[src/rtl/data_out_block.sv]
// OPI write-path transmitter: buffers 16-bit words plus byte masks and plays them out as
// rise/fall byte pairs on DQ/DM/DQS through a latency/preamble/data/postamble sequence.
module data_out_block #(
   parameter int MEM_LEN = 9,
   parameter int FIFO_AW = 5
) (
   input  logic               clk,
   input  logic               reset_n,
   input  logic               wdata_valid,
   input  logic [15:0]        wdata_in,
   input  logic [1:0]         wmask_in,
   output logic               wfifo_full,
   output logic [FIFO_AW:0]   wfifo_count,
   input  logic               write_start,
   input  logic [MEM_LEN:0]   data_len,
   input  logic [3:0]         wlat,
   output logic               write_busy,
   output logic [7:0]         dq_out_r,
   output logic [7:0]         dq_out_f,
   output logic               dm_r,
   output logic               dm_f,
   output logic               dqs_r,
   output logic               dqs_f,
   output logic               dq_oe,
   output logic               dqs_oe,
   output logic [MEM_LEN:0]   wdata_count,
   output logic               wfifo_finish,
   output logic               wfifo_underrun
);

   localparam int DEPTH = 2**FIFO_AW;

   typedef struct packed {
      logic [1:0]  mask;
      logic [15:0] data;
   } wentry_t;

   typedef enum logic [2:0] {IDLE, LAT, PRE, DATA, POST, DONE} state_t;

   wentry_t            mem [DEPTH];
   logic [FIFO_AW-1:0] wr_ptr, rd_ptr;
   logic [FIFO_AW:0]   count;
   wentry_t            head;
   logic               empty, push, load, pop;

   state_t             state;
   logic [MEM_LEN:0]   len_q;
   logic [3:0]         lat_cnt;

   logic [7:0]         beat_r, beat_f;
   logic               beat_mr, beat_mf;

   assign empty       = (count == '0);
   assign wfifo_full  = (count == (FIFO_AW+1)'(DEPTH));
   assign wfifo_count = count;
   assign push        = wdata_valid && !wfifo_full;
   assign head        = mem[rd_ptr];
   assign write_busy  = (state != IDLE);

   // Output registers load on the edge into DATA and on every DATA edge except the last,
   // so the head is consumed on those same edges.
   assign load = (state == PRE) || ((state == DATA) && (wdata_count != len_q));
   assign pop  = load && !empty;

   always_comb begin
      beat_r  = head.data[15:8];
      beat_f  = head.data[7:0];
      beat_mr = head.mask[1];
      beat_mf = head.mask[0];
      if (empty) begin
         beat_r  = 8'h00;
         beat_f  = 8'h00;
         beat_mr = 1'b1;
         beat_mf = 1'b1;
      end
   end

   always_ff @(posedge clk) begin
      if (push) mem[wr_ptr] <= '{mask: wmask_in, data: wdata_in};
   end

   always_ff @(posedge clk) begin
      if (!reset_n) begin
         wr_ptr <= '0;
         rd_ptr <= '0;
         count  <= '0;
      end else begin
         if (push) wr_ptr <= wr_ptr + FIFO_AW'(1);
         if (pop)  rd_ptr <= rd_ptr + FIFO_AW'(1);
         case ({push, pop})
            2'b10:   count <= count + (FIFO_AW+1)'(1);
            2'b01:   count <= count - (FIFO_AW+1)'(1);
            default: count <= count;
         endcase
      end
   end

   always_ff @(posedge clk) begin
      if (!reset_n) begin
         state          <= IDLE;
         len_q          <= '0;
         lat_cnt        <= '0;
         wdata_count    <= '0;
         wfifo_underrun <= 1'b0;
         wfifo_finish   <= 1'b0;
         dq_out_r       <= 8'h00;
         dq_out_f       <= 8'h00;
         dm_r           <= 1'b0;
         dm_f           <= 1'b0;
         dqs_r          <= 1'b0;
         dqs_f          <= 1'b0;
         dq_oe          <= 1'b0;
         dqs_oe         <= 1'b0;
      end else begin
         wfifo_finish <= 1'b0;
         case (state)
            IDLE: begin
               if (write_start) begin
                  len_q          <= data_len;
                  lat_cnt        <= wlat;
                  wdata_count    <= '0;
                  wfifo_underrun <= 1'b0;
                  if (wlat != 4'd0) begin
                     state <= LAT;
                  end else begin
                     state  <= PRE;
                     dq_oe  <= 1'b1;
                     dqs_oe <= 1'b1;
                  end
               end
            end
            LAT: begin
               if (lat_cnt == 4'd1) begin
                  state  <= PRE;
                  dq_oe  <= 1'b1;
                  dqs_oe <= 1'b1;
               end else begin
                  lat_cnt <= lat_cnt - 4'd1;
               end
            end
            PRE: begin
               state          <= DATA;
               dqs_r          <= 1'b1;
               dq_out_r       <= beat_r;
               dq_out_f       <= beat_f;
               dm_r           <= beat_mr;
               dm_f           <= beat_mf;
               wfifo_underrun <= wfifo_underrun | empty;
            end
            DATA: begin
               wdata_count <= wdata_count + (MEM_LEN+1)'(1);
               if (wdata_count == len_q) begin
                  state    <= POST;
                  dq_oe    <= 1'b0;
                  dqs_r    <= 1'b0;
                  dq_out_r <= 8'h00;
                  dq_out_f <= 8'h00;
                  dm_r     <= 1'b0;
                  dm_f     <= 1'b0;
               end else begin
                  dq_out_r       <= beat_r;
                  dq_out_f       <= beat_f;
                  dm_r           <= beat_mr;
                  dm_f           <= beat_mf;
                  wfifo_underrun <= wfifo_underrun | empty;
               end
            end
            POST: begin
               state        <= DONE;
               dqs_oe       <= 1'b0;
               wfifo_finish <= 1'b1;
            end
            DONE: begin
               state <= IDLE;
            end
            default: state <= IDLE;
         endcase
      end
   end

endmodule

[config.mk]
export PLATFORM = sky130hd
export DESIGN_NAME = data_out_block
export DESIGN_NICKNAME = d
export VERILOG_FILES = /design/src/rtl/data_out_block.sv
export SDC_FILE = /design/constraint.sdc
export NUM_CORES = 1
export LEC_CHECK = 0
export CAP_MARGIN = 10
export CORE_MARGIN = 2
export CORE_UTILIZATION = 35
export DETAILED_ROUTE_END_ITERATION = 10
export PLACE_DENSITY_LB_ADDON = 0.1
export SLEW_MARGIN = 20
export SYNTH_ARGS = -nofsm -noshare
export SYNTH_HDL_FRONTEND = slang
export SYNTH_SLANG_ARGS = --single-unit
[constraint.sdc]
create_clock -name clk -period 5.1 [get_ports clk]
set_input_delay 1.02 -clock clk [delete_from_list [all_inputs] [get_ports clk]]
set_output_delay 1.02 -clock clk [all_outputs]
set_load 0.05 [all_outputs]
### After elaboration in Yosys (flattened, before gate mapping)

Memory sizes are Yosys's and may differ from the RTL's. A register that Yosys moved wholly into a read port is not among the register bits.
Index checks and enable logic that the tools add are counted.

| word-level totals | value |
|---|---|
| input bits | 36 |
| memories kept | 1 |
| RAM bits | 576 |
| word-level logic and storage cells | 103 |
| bits in registers | 66 |

Memory list:

| memory | words | width | rd ports | clocked after memory_dff | write ports | line | text |
|---|---|---|---|---|---|---|---|
| mem | 32 | 18 | 1 | 1 | 1 | 40 | `wentry_t mem [DEPTH];` |

| operators by class | value |
|---|---|
| equality and inequality tests | 16 |
| muxes and demuxes | 38 |
| bitwise operators | 1 |
| reduce and logical (&&, ||, !) cells | 25 |
| add/subtract/negate cells | 6 |

Operator list:

| cell | number |
|---|---|
| 8-bit two-way mux | 4 |
| 8-bit case mux with 2 select lines | 2 |
| 10-bit case mux with 2 select lines | 1 |
| 3-bit case mux with 5 select lines | 1 |
| 1-bit two-way mux | 13 |
| 6-bit case mux with 2 select lines | 1 |
| 3-bit nonzero test | 4 |
| 10-bit by 1-bit adder with 10-bit output, second input constant | 1 |
| 5-bit by 1-bit adder with 5-bit output, second input constant | 2 |
| 10-bit == test | 1 |
| 10-bit two-way mux | 1 |
| 5-bit two-way mux | 2 |
| 10-bit != test | 1 |
| 2-bit != test, second input constant | 5 |
| 3-bit two-way mux | 3 |
| 1-bit case mux with 3 select lines | 3 |
| 3-bit AND reduction | 3 |
| 4-bit two-way mux | 2 |
| 4-bit case mux with 2 select lines | 1 |
| 2-bit nonzero test | 4 |
| 6-bit by 1-bit adder with 6-bit output, second input constant | 1 |
| 3-bit by 2-bit == test with 1-bit output, second input constant | 2 |
| 6-bit == test, second input constant | 1 |
| 6-bit zero test | 1 |
| 19 further kinds | 26 |

### Longest topological paths before layout

Gate-level depths: netlist of run 1.

| depth | value |
|---|---|
| word-level depth | 6 |
| mapped depth | 15 |
| mapped depth without buffers | 11 |

### Worst setup path after synthesis of run 1

Ideal clock, no wire load.

| path | value |
|---|---|
| kind | reg-to-reg |
| start | register count[1] (netlist: wfifo_count[1]) |
| end | register count[4] (netlist: wfifo_count[4]) |
| period minus slack after synthesis | 5013 ps |
| cell stages (with the launch flop) | 16 |
| path slack | 87 ps |
| arrival time | 4879 ps |
| path buffers | 4 |
| required time | 4966 ps |
| path through | dfxtp_1 -> buf_6 -> or4_4 -> nor3_1 -> nor2b_1 -> clkbuf_1 -> inv_1 -> ha_1 -> clkbuf_1 -> clkbuf_1 -> xor2_1 -> ha_1 -> or3_2 -> a21oi_1 -> a211oi_1 -> or4_1 |

| between the ends | value |
|---|---|
| longest elaborated chain between the ends | 5 |
| elaborated cells on any way between the ends | 12 |
| classes of those cells | add/sub (2); eq/ne (3); mux (1); reduce/logical (6) |

RTL lines:

| element | line | text |
|---|---|---|
| start, declared | 42 | `logic [FIFO_AW:0] count;` |
| start signal, assigned | 91 | `2'b10: count <= count + (FIFO_AW+1)'(1);` |
| start signal, assigned | 92 | `2'b01: count <= count - (FIFO_AW+1)'(1);` |
| start signal, assigned | 93 | `default: count <= count;` |
| 6-bit == test (*) | 54 | `assign wfifo_full = (count == (FIFO_AW+1)'(DEPTH));` |
| via wfifo_full | 12 | `output logic wfifo_full,` |
| 1-bit zero test (*) | 56 | `assign push = wdata_valid && !wfifo_full;` |
| 1-bit logical AND (*) | 56 |  |
| 2-bit by 1-bit == test with 1-bit output / 2-bit == test (equally long branches) | 90 | `case ({push, pop})` |
| 6-bit case mux with 2 select lines / 2-bit nonzero test (equally long branches) | n/a |  |

Mark *: on every way through the listed nets, which the timed path passes. The rest lies on a longest branch.
A chain may end at the register's enable or synchronous reset.

### Worst setup path after layout of run 1

| path | value |
|---|---|
| start | register wdata_count[7] |
| end | register count[4] (netlist: wfifo_count[4]) |

| between the ends | value |
|---|---|
| longest elaborated chain between the ends | 6 |
| elaborated cells on any way between the ends | 8 |
| classes of those cells | eq/ne (3); mux (1); reduce/logical (4) |

RTL lines:

| element | line | text |
|---|---|---|
| start, declared | 26 | `output logic [MEM_LEN:0] wdata_count,` |
| start signal, assigned | 151 | `wdata_count <= wdata_count + (MEM_LEN+1)'(1);` |
| 10-bit != test (*) | 62 | `assign load = (state == PRE) \|\| ((state == DATA) && (wdata_count != len_q));` |
| 1-bit logical AND (*) | 62 |  |
| 1-bit logical OR (*) | 62 |  |
| 1-bit logical AND (*) | 63 | `assign pop = load && !empty;` |
| via pop | 44 | `logic empty, push, load, pop;` |
| 2-bit by 1-bit == test with 1-bit output / 2-bit == test (equally long branches) | 90 |  |
| 6-bit case mux with 2 select lines / 2-bit nonzero test (equally long branches) | n/a |  |

Marks and branches as above.

==> results of run 1 <==
## cells by family after synthesis
| kind of cell | after synthesis | share of synthesized area (%) |
|---|---|---|
| xor+xnor | 19 | 0.6561 |
| mux | 204 | 15.95 |
| buf+inv | 83 | 1.396 |
| other cells | 1 | 0.01479 |
| flops | 647 | 73.80 |
| compound gates | 125 | 3.133 |
| simple gates | 235 | 4.549 |
| fa+ha+maj | 10 | 0.4933 |
## state kept, by name, summed over array words and instances (netlist names), named ones only
register / cells
wdata_count: 10
dq_out_f: 8
mem: 576
dqs_r: 1
wr_ptr: 5
lat_cnt: 4
state: 3
wfifo_count: 6
dq_out_r: 8
len_q: 10
dm_f: 1
dq_oe: 1
wfifo_underrun: 1
wfifo_finish: 1
rd_ptr: 5
dm_r: 1
dqs_oe: 1
## power groups by stage
| stage | sequential (uW) | clock, uW | combinational [uW] |
|---|---|---|---|
| 5_1_grt | 5930 | 5550 | 978 |
| 6_report | 5920 | 5190 | 894 |
| 4_1_cts | 5920 | 5340 | 917 |
| 3_5_place_dp | 6040 | 0 | 914 |
| 2_1_floorplan | 6070 | 0 | 534 |
| 3_3_place_gp | 6040 | 0 | 910 |
## stage by stage
step                hold WS (ns)  cells  instance area, um2
floorplan                 0.4551   1324               25360
CTS                       0.4593   2461               29890
global route              0.4910   2461               29860
global placement          0.4422   2328               27520
finish                    0.4527   2461               29860
detailed placement        0.4453   2329               27510
## worst paths after layout
check / start / endpoint / slack, ns / cells after the start
worst max-delay path: wdata_count[7]$_SDFFE_PN0P_ / wfifo_count[4]$_SDFFE_PN0P_ / 1.06 / 11
worst min-delay path: dq_out_r[0]$_SDFFE_PN0N_ / dq_out_r[0]$_SDFFE_PN0N_ / 0.45 / 2
worst max register to register: wdata_count[7]$_SDFFE_PN0P_ / wfifo_count[4]$_SDFFE_PN0P_ / 1.06 / 11
worst min register to register: dq_out_r[0]$_SDFFE_PN0N_ / dq_out_r[0]$_SDFFE_PN0N_ / 0.45 / 2
## synth_stat cells (all sizes together), types with 2 or more instances
cell    number  area share, %
and3         3          0.074
or3b         4           0.14
o211ai       3          0.089
mux2i       42            1.7
or4          3           0.10
nor2        62           0.92
o211a        2          0.079
nor3b        4           0.12
and2        24           0.59
nand4b       2          0.069
nand3       16           0.32
xor2         7           0.24
edfxtp     576             68
inv          9           0.13
mux2         2          0.089
nand3b       3          0.089
or2          5           0.13
a21boi      16           0.47
a211oi       6           0.18
nor3        15           0.32
nand2       69            1.0
ha          10           0.49
o31ai        3           0.14
buf         36           0.70
mux4       160             14
o22ai       17           0.42
o21a         4           0.12
dfxtp       71            5.6
nand2b       6           0.15
a21oi       29           0.57
nor2b        7           0.17
or3          4           0.10
a31oi        5           0.12
xnor2       12           0.41
clkbuf      38           0.56
o21ai       33           0.67
nand4        4          0.099
## worst max-delay path, stage by stage, from the launching register on
cell,delay [ns]
dfxtp_1,0.36
xor2_1,0.18
or3b_2,0.50
o31ai_4,0.45
nor2_1,0.18
ha_1,0.47
xor2_1,0.24
ha_1,0.27
or3_2,0.42
a21oi_1,0.28
a211oi_1,0.09
or4_1,0.48
## final cells by class
type | instances | area (um2)
Clock buffer | 95 | 2054
Multi-Input combinational cell | 594 | 6370
Sequential cell | 647 | 18730
Tap cell | 950 | 1189
Timing Repair Buffer | 129 | 1159
Fill cell | 6451 | 41750
Clock inverter | 37 | 326.6
Inverter | 9 | 33.78
## per-layer routing
| layer | wire (um) | vias to the layer above |
|---|---|---|
| li1 | - | 5609 |
| met3 | 2452 | 86 |
| met5 | 0 | - |
| met4 | 1328 | 0 |
| met2 | 29330 | 262 |
| met1 | 28060 | 6689 |
==> results.rst, run 1 <==
.. list-table::
   :header-rows: 1

   * - Metric
     - Value
   * - Average routed wire per standard cell
     - 24.86 um
   * - Max Root-Sink Buffers
     - 3
   * - Most common cell after layout, fill and taps aside
     - edfxtp_1
   * - I/O pin count
     - approximately 80
   * - HP Class
     - flop to flop
   * - Arrival time of data at the critical path endpoint
     - between 4 and 5 ns
   * - Worst Path Max Fanout
     - 21
   * - Initial antenna violation count
     - 0
   * - Final estimated routing congestion in global placement
     - roughly 0.73
   * - Net count of the mapped netlist
     - roughly 1.4k
   * - Post-placement worst setup slack
     - 0.8816 ns
   * - DRT Wirelength
     - ~61000 um
   * - Wire length of the first global-routing pass
     - about 91000 um
   * - Layout overhead on the synthesized area
     - 17.74%
   * - Area inside the core boundary
     - ~72000 um2
   * - Fraction of final layout cells sized beyond drive strength 1
     - 25.48%
   * - N_diodes
     - 0
   * - Global routing met3 resource utilization
     - under 10%
   * - Net switching power figure
     - between 2000 and 3000 uW
   * - Setup-violating endpoint count in the final report
     - 0
   * - Setup repair after global routing missed its margin
     - false
   * - Half-perimeter wire length after detailed placement
     - 36140 um
   * - Post-synthesis instance area
     - 25360 um2
   * - Max-cap violations
     - 0
   * - Post-Syn Instances
     - 1324
   * - Violation count after the first detailed-route iteration
     - 933
   * - Vertical die dimension
     - roughly 270 um
   * - Transition time at the pin with the least slew margin
     - 1.043 ns
   * - Clock network latency to the later pin of the worst-skew pair
     - 0.60 ns
   * - Number of synthesized register bits
     - ~650
   * - Effective utilization at floorplan
     - between 30 and 40%
   * - Via count of the first global-routing pass
     - 13.18k
   * - Setup Crit Path Kind
     - flop to flop
   * - Util after Layout
     - about two fifths
   * - Num rows
     - between 90 and 100
   * - Post_cts resized
     - 0
   * - Post-DRT Antenna Nets
     - 0
   * - Leading cell types in the layout, fill and taps excluded
     - edfxtp_1, mux4_2, clkbuf_16
   * - Die area
     - 74630 um2
   * - Async SR Flop Fraction
     - 0%
   * - Type of element capturing the critical path
     - flop
   * - Final Slew Violations
     - 0
   * - CTS HTree Levels
     - 3
   * - Logic gate share of total power
     - around 7.4%
   * - Achievable frequency
     - 247.3 MHz
   * - Worst max-slew margin expressed relative to the limit
     - 30.24%
   * - Portion of total power attributed to the clock network
     - between 40 and 50%
   * - Vias after detailed routing
     - 12.65k
   * - CTS tree
     - yes
   * - Final Hold Viols
     - 0
   * - Run status
     - complete, no violations
   * - Category of the worst setup path launch point
     - flop
   * - Number of enable-type register cells in the synthesized netlist
     - 576
   * - TNS Setup
     - 0 ns
   * - Sequential share of power
     - between 40 and 50%
   * - Pwr Total
     - ~12000 uW
   * - Post-CTS setup repair buffer count
     - 0
   * - Leakage
     - around 0.0092 uW
   * - Yosys synthesis warning count
     - 0
   * - Primary flip-flop cell chosen by synthesis mapping
     - edfxtp_1
   * - Root buffer selected by CTS
     - clkbuf_16
   * - Worst vdd rail ir drop
     - between 0.0002 and 0.00025 V
   * - Sequential cell area fraction in the yosys report
     - between 70 and 80%
   * - Reg clk slew, reported paths
     - 0.06 ns
   * - Mean instance size in the synthesized netlist
     - 19.16 um2
   * - Internal
     - between 9000 and 10000 uW
   * - Top Usage Layer GRT
     - met2
   * - Share of the clock period used by the worst path after layout
     - just under 80%
   * - Number of optimization iterations in the first detailed-route pass
     - 7
   * - Clock tree sinks
     - 647
   * - Hold buffer count at cts
     - 0
   * - Number of DRC violations after detailed routing
     - 0
   * - CTS buffer count
     - between 70 and 80
   * - Residual overflow from global routing
     - 0
   * - Met1 track demand over resource
     - 23.63%
   * - Largest net degree at the start of global routing
     - 52
   * - Unique cell type count in the Yosys netlist
     - 58
   * - Switching power as a share of total power
     - 22.26%
   * - Horizontal die dimension
     - ~270 um
   * - Met2 GRT Util
     - a little over a quarter
   * - Min setup slack post-route
     - 1.056 ns
   * - Data required time of the worst path
     - 5.57 ns
   * - Total power per unit cell area
     - between 400 and 500 nW/um2
   * - Global-route total usage across every layer
     - ~17%
   * - Via density per instance
     - between 5 and 6
   * - Setup Skew
     - between 0.015 and 0.02 ns
   * - Total Nets Final
     - approximately 1.5k
   * - Final min period
     - around 4 ns
   * - Total of buffers placed on input and output ports
     - between 70 and 80
No activity file was read; power rests on OpenSTA's default activity.
==> inputs of run 2 (changes only) <==
==> constraint.sdc (replaced) <==
create_clock -name clk -period 4.2 [get_ports clk]
set_input_delay 0.84 -clock clk [delete_from_list [all_inputs] [get_ports clk]]
set_output_delay 0.84 -clock clk [all_outputs]
set_load 0.05 [all_outputs]
==> results.rst, run 2 (same netlist as run 1, synthesis figures left out) <==
.. list-table::
   :header-rows: 1

   * - Metric
     - Value
   * - Reg2reg setup slack
     - 0.77 ns (was 1.06 ns)
   * - CTS tree
     - yes (unchanged)
   * - N_diodes
     - 0 (unchanged)
   * - Data required time of the worst path
     - 3.36 ns (was 5.57 ns)
   * - Residual overflow from global routing
     - 0 (unchanged)
   * - Area inside the core boundary
     - 71610 um2 (unchanged)
   * - Layout overhead on the synthesized area
     - 18.03% (was 17.74%)
   * - Fraction of final layout cells sized beyond drive strength 1
     - 26.24% (was 25.48%)
   * - Number of DRC violations after detailed routing
     - 0 (unchanged)
   * - Share of the clock period used by the worst path after layout
     - between 80% and 90%
   * - Final Hold Viols
     - 0 (unchanged)
   * - Count of non-filler cells in the finished layout
     - 2482 (was 2461)
   * - Post-DRT Antenna Nets
     - 0 (unchanged)
   * - Total of buffers placed on input and output ports
     - 76 (unchanged)
   * - Run status
     - complete, no violations (unchanged)
   * - Leakage
     - 0.009285 uW (was 0.009248 uW)
   * - Setup repair after global routing missed its margin
     - false (unchanged)
   * - Timing endpoint of the critical path
     - wfifo_full (was wfifo_count[4]$_SDFFE_PN0P_)
   * - Global-route total usage across every layer
     - 17.18% (was 16.73%)
   * - Type of element capturing the critical path
     - output port (was flop)
   * - Root buffer selected by CTS
     - clkbuf_16 (unchanged)
   * - FF/Latch Area
     - 18730 um2 (about the same)
   * - Pwr Total
     - 14330 uW (was 12010 uW)
   * - Worst max-slew margin expressed relative to the limit
     - 34.46% (was 30.24%)
   * - Count of filler cells inserted in the layout
     - 6392 (was 6451)
   * - Vertical die dimension
     - 273.2 um (unchanged)
   * - Reg clk slew, reported paths
     - 0.06 ns (about the same)
   * - Number of flip-flops in the largest register
     - 576 (unchanged)
   * - CTS buffer count
     - 72 (was 73)
   * - DRT Wirelength
     - 62380 um (was 61180 um)
   * - Total power per unit cell area
     - 478.8 nW/um2 (was 402.2 nW/um2)
   * - Largest net degree at the start of global routing
     - 55 (was 52)
   * - Switching power as a share of total power
     - 23.03% (was 22.26%)
   * - Half-perimeter wire length after detailed placement
     - 37790 um (was 36140 um)
   * - Post-CTS setup repair buffer count
     - 0 (unchanged)
   * - Instance count after placement with tap cells included
     - 2349 (was 2329)
   * - Portion of total power attributed to the clock network
     - 42.0% (was 43.3%)
   * - Initial antenna violation count
     - 0 (unchanged)
   * - TNS Setup
     - 0 ns (unchanged)
   * - Post_cts resized
     - 0 (unchanged)
   * - Post-route worst hold slack
     - 0.4521 ns (was 0.4527 ns)
   * - Final min period
     - about 3.5 ns
   * - Effective utilization at floorplan
     - 35.42% (unchanged)
   * - Number of cells on the worst reg-to-reg path
     - 11 (unchanged)
   * - Internal
     - 11030 uW (was 9337 uW)
   * - HP Class
     - flop to flop (unchanged)
   * - Achievable frequency
     - between 200 and 300 MHz
   * - Worst vdd rail ir drop
     - 0.0002943 V (was 0.0002399 V)
   * - Setup-violating endpoint count in the final report
     - 0 (unchanged)
   * - Category of the worst setup path launch point
     - flop (unchanged)
   * - Max-cap violations
     - 0 (unchanged)
   * - Horizontal die dimension
     - 273.2 um (unchanged)
   * - Average routed wire per standard cell
     - 25.13 um (was 24.86 um)
   * - Worst Path Max Fanout
     - 14 (was 21)
   * - Clock tree sinks
     - 647 (unchanged)
   * - Wire length of the first global-routing pass
     - 92870 um (was 90820 um)
   * - Clock network latency to the later pin of the worst-skew pair
     - 0.62 ns (was 0.60 ns)
   * - Most common cell after layout, fill and taps aside
     - edfxtp_1 (unchanged)
   * - Die area
     - 74630 um2 (unchanged)
   * - Final estimated routing congestion in global placement
     - 0.7488 (was 0.7320)
   * - Via count of the first global-routing pass
     - 13.37k (was 13.18k)
   * - Final Instance Area
     - 29940 um2 (was 29860 um2)
   * - Setup Crit Path Kind
     - flop to output port (was flop to flop)
   * - Num rows
     - 98 (unchanged)
   * - Sequential share of power
     - 50.1% (was 49.3%)
   * - Arrival time of data at the critical path endpoint
     - 2.66 ns (was 4.51 ns)
   * - Net switching power figure
     - 3301 uW (was 2673 uW)
   * - Transition time at the pin with the least slew margin
     - 0.9830 ns (was 1.043 ns)
   * - Vias after detailed routing
     - 12.71k (was 12.65k)
   * - Worst r2r src
     - wfifo_count[2]$_SDFFE_PN0P_ (was wdata_count[7]$_SDFFE_PN0P_)
   * - Start point of the critical path
     - wfifo_count[2]$_SDFFE_PN0P_ (was wdata_count[7]$_SDFFE_PN0P_)
   * - Hold buffer count at cts
     - 0 (unchanged)
   * - Top register by number of flip-flops
     - mem (unchanged)
   * - Worst flop-to-flop path endpoint
     - wfifo_count[4]$_SDFFE_PN0P_ (unchanged)
   * - Leading cell types in the layout, fill and taps excluded
     - edfxtp_1, mux4_2, clkbuf_16 (unchanged)
   * - Final Slew Violations
     - 0 (unchanged)
   * - Area occupied by multi-input gates
     - 6381 um2 (was 6370 um2)
   * - Total Nets Final
     - 1519 (was 1500)
   * - Setup Skew
     - 0.02054 ns (was 0.01614 ns)
   * - Via density per instance
     - 5.121 (was 5.139)
   * - Placed cell area
     - 27710 um2 (was 27510 um2)
   * - CTS HTree Levels
     - 3 (unchanged)
   * - Max Root-Sink Buffers
     - 3 (unchanged)
   * - Largest regs
     - mem x576, len_q x10, wdata_count x10 (unchanged)
   * - Number of optimization iterations in the first detailed-route pass
     - 5 (was 7)
   * - Logic gate share of total power
     - 7.8% (was 7.4%)
   * - I/O pin count
     - 78 (unchanged)
   * - Violation count after the first detailed-route iteration
     - 896 (was 933)
==> run 2: per-layer routing <==
metal	track usage [%]	share of wire (%)
met2	28.17	49
met1	24.17	46
met3	2.351	3.1
met5	0	0
met4	4.544	1.7
==> run 2: how the worst min path moves through the flow <==
stage	start	endpoint	slack, ns	cells after the start
final	dq_out_r[1]$_SDFFE_PN0N_	dq_out_r[1]$_SDFFE_PN0N_	0.45	2
after global routing	dq_out_r[1]$_SDFFE_PN0N_	dq_out_r[1]$_SDFFE_PN0N_	0.48	2
after CTS	dq_out_r[6]$_SDFFE_PN0N_	dq_out_r[6]$_SDFFE_PN0N_	0.46	2
after detailed placement	dq_out_r[6]$_SDFFE_PN0N_	dq_out_r[6]$_SDFFE_PN0N_	0.45	2
after global placement	dq_out_r[3]$_SDFFE_PN0N_	dq_out_r[3]$_SDFFE_PN0N_	0.44	2
after floorplan	len_q[7]$_SDFFE_PN0P_	len_q[7]$_SDFFE_PN0P_	0.46	2
==> run 2: layout make-up <==
type                            instances  area share, %
Multi-Input combinational cell        594          21.32
Clock inverter                         43          1.200
Sequential cell                       647          62.57
Tap cell                              950          3.971
Timing Repair Buffer                  149          4.481
Inverter                                9         0.1129
Clock buffer                           90          6.349
==> run 2: through the flow <==
stage / utilization (%) / setup WS, ns
2_1_floorplan: - / 0.08201
3_3_place_gp: 38.72 / 0.5316
3_5_place_dp: 38.69 / 0.5683
4_1_cts: 41.85 / 0.6598
5_1_grt: 41.80 / 0.5545
6_report: 41.80 / 0.6981
==> run 2: critical path, stage by stage (launching register included) <==
cell and delay [ns]:
dfxtp_1 0.43, or4_4 0.58, nor3_4 0.21, clkdlybuf4s50_1 0.83
==> run 2: power groups by stage <==
stage               Clock, uW  Combinational [uW]  Sequential (uW)
floorplan                   0                 652             7370
global placement            0                1150             7320
detailed placement          0                1150             7320
CTS                      6210                1160             7190
global route             6470                1230             7200
finish                   6020                1120             7190
==> inputs of run 3 (changes only) <==
==> constraint.sdc (replaced) <==
create_clock -name clk -period 3.2 [get_ports clk]
set_input_delay 0.64 -clock clk [delete_from_list [all_inputs] [get_ports clk]]
set_output_delay 0.64 -clock clk [all_outputs]
set_load 0.05 [all_outputs]
==> results.rst, run 3 (same netlist as run 1, synthesis figures left out) <==
.. list-table::
   :header-rows: 1

   * - Metric
     - Value
   * - Run status
     - complete, no violations (unchanged)
   * - Share of the clock period used by the worst path after layout
     - a little over nine tenths
   * - Number of flip-flops in the largest register
     - 576 (unchanged)
   * - Global-route total usage across every layer
     - 16.69% (was 17.18%)
   * - Setup repair after global routing missed its margin
     - false (unchanged)
   * - Initial antenna violation count
     - 0 (unchanged)
   * - Leading cell types in the layout, fill and taps excluded
     - edfxtp_1, mux4_2, buf_4 (was edfxtp_1, mux4_2, clkbuf_16)
   * - TNS Setup
     - 0 ns (unchanged)
   * - Fraction of final layout cells sized beyond drive strength 1
     - 27.68% (was 26.24%)
   * - Largest regs
     - mem x576, len_q x10, wdata_count x10 (unchanged)
   * - Transition time at the pin with the least slew margin
     - 0.7103 ns (was 0.9830 ns)
   * - Type of element capturing the critical path
     - flop (was output port)
   * - Die area
     - 74630 um2 (unchanged)
   * - Hold buffer count at cts
     - 0 (unchanged)
   * - Effective utilization at floorplan
     - 35.42% (unchanged)
   * - CTS HTree Levels
     - 3 (unchanged)
   * - Worst flop-to-flop path endpoint
     - wfifo_count[4]$_SDFFE_PN0P_ (unchanged)
   * - Startpoint of the lowest-slack hold path
     - dq_out_f[1]$_SDFFE_PN0N_ (was dq_out_r[1]$_SDFFE_PN0N_)
   * - Setup-violating endpoint count in the final report
     - 0 (unchanged)
   * - Num rows
     - 98 (unchanged)
   * - Arrival time of data at the critical path endpoint
     - 3.50 ns (was 2.66 ns)
   * - Leakage
     - 0.009567 uW (was 0.009285 uW)
   * - Top register by number of flip-flops
     - mem (unchanged)
   * - Area occupied by multi-input gates
     - 6404 um2 (was 6381 um2)
   * - Root buffer selected by CTS
     - clkbuf_16 (unchanged)
   * - Number of stages on the worst hold path
     - 2 (unchanged)
   * - Via count of the first global-routing pass
     - 13.41k (was 13.37k)
   * - Violation count after the first detailed-route iteration
     - 1120 (was 896)
   * - Reg clk slew, reported paths
     - 0.06 ns (about the same)
   * - HP Class
     - flop to flop (unchanged)
   * - Reg2reg setup slack
     - 0.17 ns (was 0.77 ns)
   * - Vias after detailed routing
     - 12.78k (was 12.71k)
   * - Number of cells on the worst reg-to-reg path
     - 11 (unchanged)
   * - Post-DRT Antenna Nets
     - 0 (unchanged)
   * - Largest net degree at the start of global routing
     - 72 (was 55)
   * - CTS buffer count
     - 73 (was 72)
   * - Count of filler cells inserted in the layout
     - 6348 (was 6392)
   * - Number of DRC violations after detailed routing
     - 0 (unchanged)
   * - Category of the worst setup path launch point
     - flop (unchanged)
   * - Max-cap violations
     - 0 (unchanged)
   * - Residual overflow from global routing
     - 0 (unchanged)
   * - Vertical die dimension
     - 273.2 um (unchanged)
   * - Horizontal die dimension
     - 273.2 um (unchanged)
   * - Final min period
     - about 3.0 ns
   * - Worst r2r src
     - wdata_count[7]$_SDFFE_PN0P_ (was wfifo_count[2]$_SDFFE_PN0P_)
   * - Total of buffers placed on input and output ports
     - 76 (unchanged)
   * - FF/Latch Area
     - 18730 um2 (about the same)
   * - Wire length of the first global-routing pass
     - 90780 um (was 92870 um)
   * - Half-perimeter wire length after detailed placement
     - 37380 um (was 37790 um)
   * - Worst hold path endpoint
     - dq_out_f[1]$_SDFFE_PN0N_ (was dq_out_r[1]$_SDFFE_PN0N_)
   * - Setup Crit Path Kind
     - flop to flop (was flop to output port)
   * - Total Nets Final
     - 1561 (was 1519)
   * - Max Root-Sink Buffers
     - 3 (unchanged)
   * - DRT Wirelength
     - 61240 um (was 62380 um)
   * - Worst Path Max Fanout
     - 3 (was 14)
   * - Area inside the core boundary
     - 71610 um2 (unchanged)
   * - Post-route worst hold slack
     - 0.4601 ns (was 0.4521 ns)
   * - Data required time of the worst path
     - 3.68 ns (was 3.36 ns)
   * - Number of optimization iterations in the first detailed-route pass
     - 5 (unchanged)
   * - Most common cell after layout, fill and taps aside
     - edfxtp_1 (unchanged)
   * - Achievable frequency
     - ~330 MHz
   * - Start point of the critical path
     - wdata_count[7]$_SDFFE_PN0P_ (was wfifo_count[2]$_SDFFE_PN0P_)
   * - Total power per unit cell area
     - 626.4 nW/um2 (was 478.8 nW/um2)
   * - Clock network latency to the later pin of the worst-skew pair
     - 0.62 ns (about the same)
   * - I/O pin count
     - 78 (unchanged)
   * - Worst max-slew margin expressed relative to the limit
     - 52.65% (was 34.46%)
   * - Final estimated routing congestion in global placement
     - 0.7559 (was 0.7488)
   * - N_diodes
     - 0 (unchanged)
   * - Final Slew Violations
     - 0 (unchanged)
   * - Setup Skew
     - 0.02472 ns (was 0.02054 ns)
   * - Final Hold Viols
     - 0 (unchanged)
   * - Layout overhead on the synthesized area
     - 20.57% (was 18.03%)
   * - Via density per instance
     - 5.062 (was 5.121)
   * - Clock tree sinks
     - 647 (unchanged)
   * - Average routed wire per standard cell
     - 24.25 um (was 25.13 um)
   * - Worst vdd rail ir drop
     - 0.0003064 V (was 0.0002943 V)
   * - CTS tree
     - yes (unchanged)
## run 3: metrics by stage
| stage | worst slack [ns] | power [uW] | cell area [um2] | utilization, % | std cells |
|---|---|---|---|---|---|
| 6_report | 0.1729 | 19150 | 30580 | 42.70 | 2525 |
| 5_1_grt | 0.01918 | 19860 | 30580 | 42.70 | 2525 |
| 4_1_cts | 0.1624 | 19420 | 30580 | 42.70 | 2525 |
| 3_5_place_dp | 0.08094 | 11200 | 28250 | 39.45 | 2390 |
| 3_3_place_gp | 0.06408 | 11200 | 28250 | 39.45 | 2390 |
| 2_1_floorplan | -0.6481 | 10550 | 25420 | - | 1324 |
## run 3: routing by layer
layer | routed length, um | part of all wire, % | GRT usage, % | vias up
li1 | - | - | - | 5736
met1 | 27910 | 46 | 23.50 | 6679
met2 | 29190 | 48 | 26.59 | 279
met3 | 2684 | 4.4 | 2.623 | 88
met4 | 1460 | 2.4 | 5.464 | 0
met5 | 0 | 0 | 0 | -
## run 3: what timing repair did
action                                  4_1_cts  5_1_grt
endpoints found under the setup margin        1        0
resized for setup                             1        0
setup buffers                                 0        0
## run 3: power by group
| group | internal (uW) | total [uW] | switching (uW) | leakage [uW] |
|---|---|---|---|---|
| sequential | 9310 | 9400 | 82.8 | 0.00577 |
| clock | 4790 | 8160 | 3370 | 0.00114 |
| combinational | 676 | 1600 | 922 | 0.00266 |
## run 3: cell type report
| class | instances | share of cell area (%) |
|---|---|---|
| Clock buffer | 109 | 6.821 |
| Clock inverter | 26 | 0.8061 |
| Inverter | 9 | 0.1105 |
| Multi-Input combinational cell | 594 | 20.94 |
| Sequential cell | 647 | 61.27 |
| Tap cell | 950 | 3.887 |
| Timing Repair Buffer | 190 | 6.166 |
## run 3: critical path: stages, from the launching register on
cell and delay (ns):
dfxtp_1 0.32, xor2_1 0.16, or3b_2 0.50, o31ai_4 0.20, nor2_1 0.12, ha_4 0.17, xor2_1 0.15, ha_2 0.19
or3_4 0.38, a21oi_2 0.18, a211oi_1 0.07, or4_1 0.46
## run 3: worst max path at each step
| stage | endpoint | depth (start not counted) |
|---|---|---|
| final | wfifo_count[4]$_SDFFE_PN0P_ | 11 |
| after global routing | wfifo_count[4]$_SDFFE_PN0P_ | 11 |
| after CTS | wfifo_count[4]$_SDFFE_PN0P_ | 11 |
| after detailed placement | wfifo_count[4]$_SDFFE_PN0P_ | 10 |
| after global placement | wfifo_count[4]$_SDFFE_PN0P_ | 10 |
| after floorplan | wfifo_count[4]$_SDFFE_PN0P_ | 15 |
==> edit 1 (flow settings as in run 2) <==
Set the parameter `FIFO_AW` to 3 (it was 5).
--- a/src/rtl/data_out_block.sv
+++ b/src/rtl/data_out_block.sv
@@ -3,5 +3,5 @@
 module data_out_block #(
    parameter int MEM_LEN = 9,
-   parameter int FIFO_AW = 5
+   parameter int FIFO_AW = 3
 ) (
    input  logic               clk,
Ports: changed (resized wfifo_count); port bits go from 78 to 76. The function was not compared with the original's and may differ.
==> edit 1 against run 2 <==
Critical path depth down 1; register-to-register slack better by 0.53 ns; die area down 67%; synthesized area down 67%; worst setup slack better by 0.43 ns; via count down 62%; total power down 65%; sequential cell count down 440; global-route usage down 2.3 points; final area down 66%; fmax up 14%; count of clock-buffer cells in the layout down 63; routed wire length down 71%.
==> edit 1: results <==
metrics = {
    "outcome": {
        "run_status": "finished, final reports clean",
    },
    "critical_path": {
        "crit_fanout": 12,
        "max_stage_delay_ns": 0.81,
        "cp_top_family": "buffers and inverters",
        "cp_data_arrival_time_ns": 2.23,
    },
    "yosys": {
        "ys_types": 53,
        "synthTopCellsByCount": "144 x edfxtp_1, 63 x dfxtp_1, 59 x nand2_1, 37 x nor2_1, 36 x mux4_2",
        "async_flop_share_pct": 0,
        "synth-edff-count": 144,
        "synth_flop_cell": "edfxtp_1",
        "synthTopCellsByArea": "edfxtp_1 52%, dfxtp_1 15%, mux4_2 9.8%",
        "synth_nets": 587,
        "yosysSeqAreaShare_pct": 67.4,
    },
    "route": {
        "drtIter0Drc": 344,
        "first_pass_iters": 4,
        "vias": 4839,
        "routed_wl_um": 18200,
    },
    "cts": {
        "htree_levels": 1,
        "clock_latency_ns": 0.50,
        "cts_root_buf": "clkbuf_16",
        "cts_post_setup_buffers_inserted": 0,
        "cts_buffers": 23,
        "cts_buffer_depth": 3,
        "path_clk_slew_ns": 0.06,
    },
    "cells_and_area": {
        "drive_above_1_share_pct": 18.3,
        "top_regs": "mem (144), len_q (10), wdata_count (10)",
        "nets": 676,
    },
    "global_routing": {
        "grt_start_max_net_pins": 22,
        "use_met3_pct": 2.52,
        "grt_use_total_pct": 14.9,
        "grt_pass1_vias": 5025,
        "use_met2_pct": 26.1,
        "antenna_found_initial": 1,
        "grt_pass1_wl_um": 28100,
        "use_met1_pct": 19.2,
    },
    "min_path": {
        "min_path_type": "reg2reg",
    },
    "sta": {
        "finalClockSkew_ns": 0.00778,
        "worstMarginPinSlew_ns": 0.800,
    },
    "place": {
        "place_hpwl_um": 10900,
        "numPortBuffers": 74,
        "gp_congestion": 0.732,
    },
    "power_and_ir_drop": {
        "vdd_drop_max_v": 0.000303,
        "leakagePower_nw": 3.41,
    },
}
-- edit 1: changes by cell type in the layout (fill, tap and decap cells not counted), moves of 12 or more --
cell | run 2 | this run
clkinv_1 | 15 | 3
buf_4 | 66 | 14
o21ai_0 | 32 | 15
edfxtp_1 | 576 | 144
nor2_2 | 32 | 0
o22ai_1 | 17 | 0
and2_1 | 24 | 1
a21boi_0 | 16 | 0
clkbuf_1 | 16 | 3
mux2i_1 | 42 | 24
mux4_2 | 160 | 36
clkbuf_16 | 73 | 23
-- edit 1: layout make-up --
cell class	instances	area [µm²]
clock inverters	15	183
clock buffers	27	601
multi-input cells	308	2570
inverters	4	15.0
flip-flops and latches	207	5590
fillers	2089	13100
diodes	1	2.50
well taps	319	399
repair buffers	88	846
-- edit 1: kinds of logic after synthesis --
logic type	Yosys count	synth area share, %
DFF	207	67.4
AOI/OAI and AO/OA	74	5.69
buffers and inverters	28	1.90
xor gates and xnor gates	15	1.58
muxes	62	12.9
adders and majority gates	8	1.21
and+or+nand+nor	148	9.27
other	1	0.0452
-- edit 1: path summary, 6_finish.rpt --
| kind | start | slack [ns] | endpoint | cells after the start |
|---|---|---|---|---|
| hold / removal | dq_out_r[1]$_SDFFE_PN0N_ | 0.45 | dq_out_r[1]$_SDFFE_PN0N_ | 2 |
| hold reg to reg | dq_out_r[1]$_SDFFE_PN0N_ | 0.45 | dq_out_r[1]$_SDFFE_PN0N_ | 2 |
| setup reg to reg | wdata_count[4]$_SDFFE_PN0P_ | 1.30 | wfifo_count[2]$_SDFFE_PN0P_ | 11 |
| setup / recovery | state[1]$_SDFFE_PN0P_ | 1.13 | write_busy | 2 |
-- edit 1: report_power, final --
| group | leakage (nW) | total (W) | switching [W] | internal (W) |
|---|---|---|---|---|
| Clock | 0.386 | 0.00206 | 0.000788 | 0.00127 |
| Sequential | 1.82 | 0.00235 | 0.0000800 | 0.00227 |
| Combinational | 1.21 | 0.000616 | 0.000364 | 0.000252 |
-- edit 1: metal layers --
metal / vias up / part of all wire (%)
met5: - / 0
met4: 0 / 1.6
met2: 96 / 51
met3: 23 / 4.3
li1: 2243 / -
met1: 2477 / 43
-- edit 1: worst min-delay path, cell delays in order (launching register included) --
cell and delay (ns):
dfxtp_1 0.32, nand2_1 0.06, o21ai_2 0.04
-- edit 1: through the flow --
| stage | instance area, µm² | hold slack, ns | instances | setup slack [ns] |
|---|---|---|---|---|
| after floorplan | 8290 | 0.445 | 543 | 0.548 |
| after global placement | 9420 | 0.439 | 926 | 0.934 |
| after detailed placement | 9420 | 0.447 | 926 | 0.899 |
| after CTS | 10200 | 0.461 | 968 | 1.11 |
| after global routing | 10200 | 0.473 | 969 | 1.05 |
| final | 10200 | 0.454 | 969 | 1.13 |
==> edit 2 (flow settings as in run 2) <==
Made on the original files. Re-encode `state_t` (6 states) as one-hot, 6 bits wide.
--- a/src/rtl/data_out_block.sv
+++ b/src/rtl/data_out_block.sv
@@ -36,5 +36,5 @@
    } wentry_t;
 
-   typedef enum logic [2:0] {IDLE, LAT, PRE, DATA, POST, DONE} state_t;
+   typedef enum logic [5:0] {IDLE = 6'b000001, LAT = 6'b000010, PRE = 6'b000100, DATA = 6'b001000, POST = 6'b010000, DONE = 6'b100000} state_t;
 
    wentry_t            mem [DEPTH];
Behaviour: same outputs for any inputs over 4 cycles, from zero or initial values and one cycle with reset_n low; so few cycles prove little.
==> edit 2 against run 2 <==
Sequential cell count is 3 higher; sequential share of layout area is 0.25 points lower; synthesized area up 0.13%; utilization grew 0.30 points; fmax up 0.79%; routed wire length is 4.0% higher; critical path type is now reg2reg; worst setup slack better by 0.027 ns; final area is 0.71% higher; count of clock-buffer cells in the layout rose by 8; synthesized cell count down 1.9%.
Power is not compared: it rests on default switching activity, and its combinational part moved more than twofold at a synthesized area within 25%.
==> edit 2: results <==
metrics = {
    "outcome": {
        "run_status": "finished, final reports clean",
    },
    "yosys": {
        "synth-xor-area-share_pct": 0.828,
        "synth_fa_ha_area_share_pct": 0.542,
        "synthTopCellsByCount": "576 x edfxtp_1, 164 x mux4_2, 74 x dfxtp_1, 73 x nand2_1, 70 x nor2_1",
        "synthMuxAreaShare_pct": 16.3,
        "async_flop_share_pct": 0,
        "synth_compound_area_share_pct": 2.71,
        "ys_types": 62,
        "synthTopCellsByArea": "edfxtp_1 68%, mux4_2 15%, dfxtp_1 5.8%",
        "yosysSeqAreaShare_pct": 73.9,
        "synth_nets": 1346,
    },
    "route": {
        "routed-wl-met3_um": 3580,
        "vias": 12700,
        "drtIter0Drc": 1034,
        "drt-met1-wl_um": 28600,
        "postRouteAntennaNets": 0,
        "routed_wl_um": 64800,
        "highest_layer": "met4",
        "wl_met2_um": 30700,
    },
    "critical_path": {
        "crit_fanout": 9,
        "critPathSlowestCell": "or4_1",
        "max_stage_delay_ns": 0.58,
        "cp_data_arrival_time_ns": 3.94,
    },
    "cells_and_area": {
        "nClkBuffers": 98,
        "multi_input_gates": 568,
        "inverters_excl_clock": 14,
        "buffer_area_share_pct": 4.68,
        "nNonClkBuffers": 144,
        "clock_area_share_pct": 7.74,
        "antenna_cells": 0,
        "sh_seq_area_pct": 62.3,
        "drive_above_1_share_pct": 25.4,
        "multi_input_area_share_pct": 21.1,
        "nets": 1496,
        "fillers": 6338,
        "top_regs": "mem (576), len_q (10), wdata_count (10)",
    },
    "cts": {
        "clock_latency_ns": 0.61,
        "postCtsResizedCells": 0,
        "cts_buffers": 71,
        "cts_num_sinks": 650,
        "cts_root_buf": "clkbuf_16",
        "htree_levels": 3,
    },
    "place": {
        "gp_congestion": 0.788,
        "numPortBuffers": 76,
        "place_hpwl_um": 40300,
    },
    "power_and_ir_drop": {
        "vdd_drop_max_v": 0.000272,
        "leakagePower_nw": 9.29,
    },
    "sta": {
        "finalClockSkew_ns": 0.0209,
        "slew_headroom_pct": 27.8,
        "setup_viol": 0,
    },
    "global_routing": {
        "grt_use_total_pct": 17.7,
        "antenna_found_initial": 2,
        "grt_overflow_total": 0,
        "grt_pass1_wl_um": 94300,
        "grt_start_max_net_pins": 61,
    },
}
[edit 2: cell count changes in the layout (fill, tap and decap cells not counted), moves of 10 or more]
| cell | change |
|---|---|
| o21ai_0 | -24 |
| and2_1 | -21 |
| o21ai_1 | +20 |
| nor2_2 | -18 |
| nor2_4 | +18 |
| a21boi_0 | -16 |
| o22ai_1 | -14 |
| xor2_1 | +14 |
| a21oi_1 | +11 |
| buf_4 | -10 |
[edit 2: worst paths after layout]
kind	start	endpoint	slack (ns)	cells after the start
worst max-delay path	wfifo_count[1]$_SDFFE_PN0P_	wfifo_count[4]$_SDFFE_PN0P_	0.73	11
worst min-delay path	dq_out_r[2]$_SDFFE_PN0P_	dq_out_r[2]$_SDFFE_PN0P_	0.45	2
worst max register to register	wfifo_count[1]$_SDFFE_PN0P_	wfifo_count[4]$_SDFFE_PN0P_	0.73	11
worst min register to register	dq_out_r[2]$_SDFFE_PN0P_	dq_out_r[2]$_SDFFE_PN0P_	0.45	2
[edit 2: logic make-up after synthesis]
logic type,after synthesis
adder cells (fa/ha/maj),11
XOR/XNOR,24
AO/OA/AOI/OAI,110
AND/OR/NAND/NOR,213
multiplexers,209
other,1
buffers and inverters,81
flip-flops,650
[edit 2: power groups by stage]
stage / clock (W) / sequential (W) / combinational, W
finish: 0.00626 / 0.00713 / 0.000544
global route: 0.00666 / 0.00714 / 0.000596
CTS: 0.00642 / 0.00713 / 0.000555
detailed placement: 0 / 0.00727 / 0.000553
global placement: 0 / 0.00727 / 0.000553
floorplan: 0 / 0.00728 / 0.000252
[edit 2: metrics by stage]
| step | worst slack (ns) | util, % | instances | power [W] | instance area, µm² |
|---|---|---|---|---|---|
| 2_1_floorplan | 0.710 | - | 1299 | 0.00754 | 25400 |
| 3_3_place_gp | 0.622 | 38.8 | 2326 | 0.00782 | 27800 |
| 3_5_place_dp | 0.661 | 38.8 | 2326 | 0.00782 | 27800 |
| 4_1_cts | 0.673 | 42.1 | 2455 | 0.0141 | 30100 |
| 5_1_grt | 0.388 | 42.1 | 2455 | 0.0144 | 30100 |
| 6_report | 0.725 | 42.1 | 2455 | 0.0139 | 30100 |
[edit 2: worst max-delay path, delay by kind of cell, from the launching register on]
| kind | cells | cell delay, ns |
|---|---|---|
| and+or+nand+nor | 3 | 1.21 |
| adders and majority gates | 2 | 0.50 |
| AOI/OAI and AO/OA | 5 | 1.08 |
| DFF | 1 | 0.38 |
| xor gates and xnor gates | 1 | 0.18 |
[edit 2: per-layer routing]
| layer | vias to the layer above | global-route usage (%) |
|---|---|---|
| li1 | 5581 | - |
| met1 | 6714 | 24.0 |
| met2 | 328 | 28.0 |
| met3 | 101 | 4.26 |
| met4 | 0 | 6.00 |
| met5 | - | 0 |
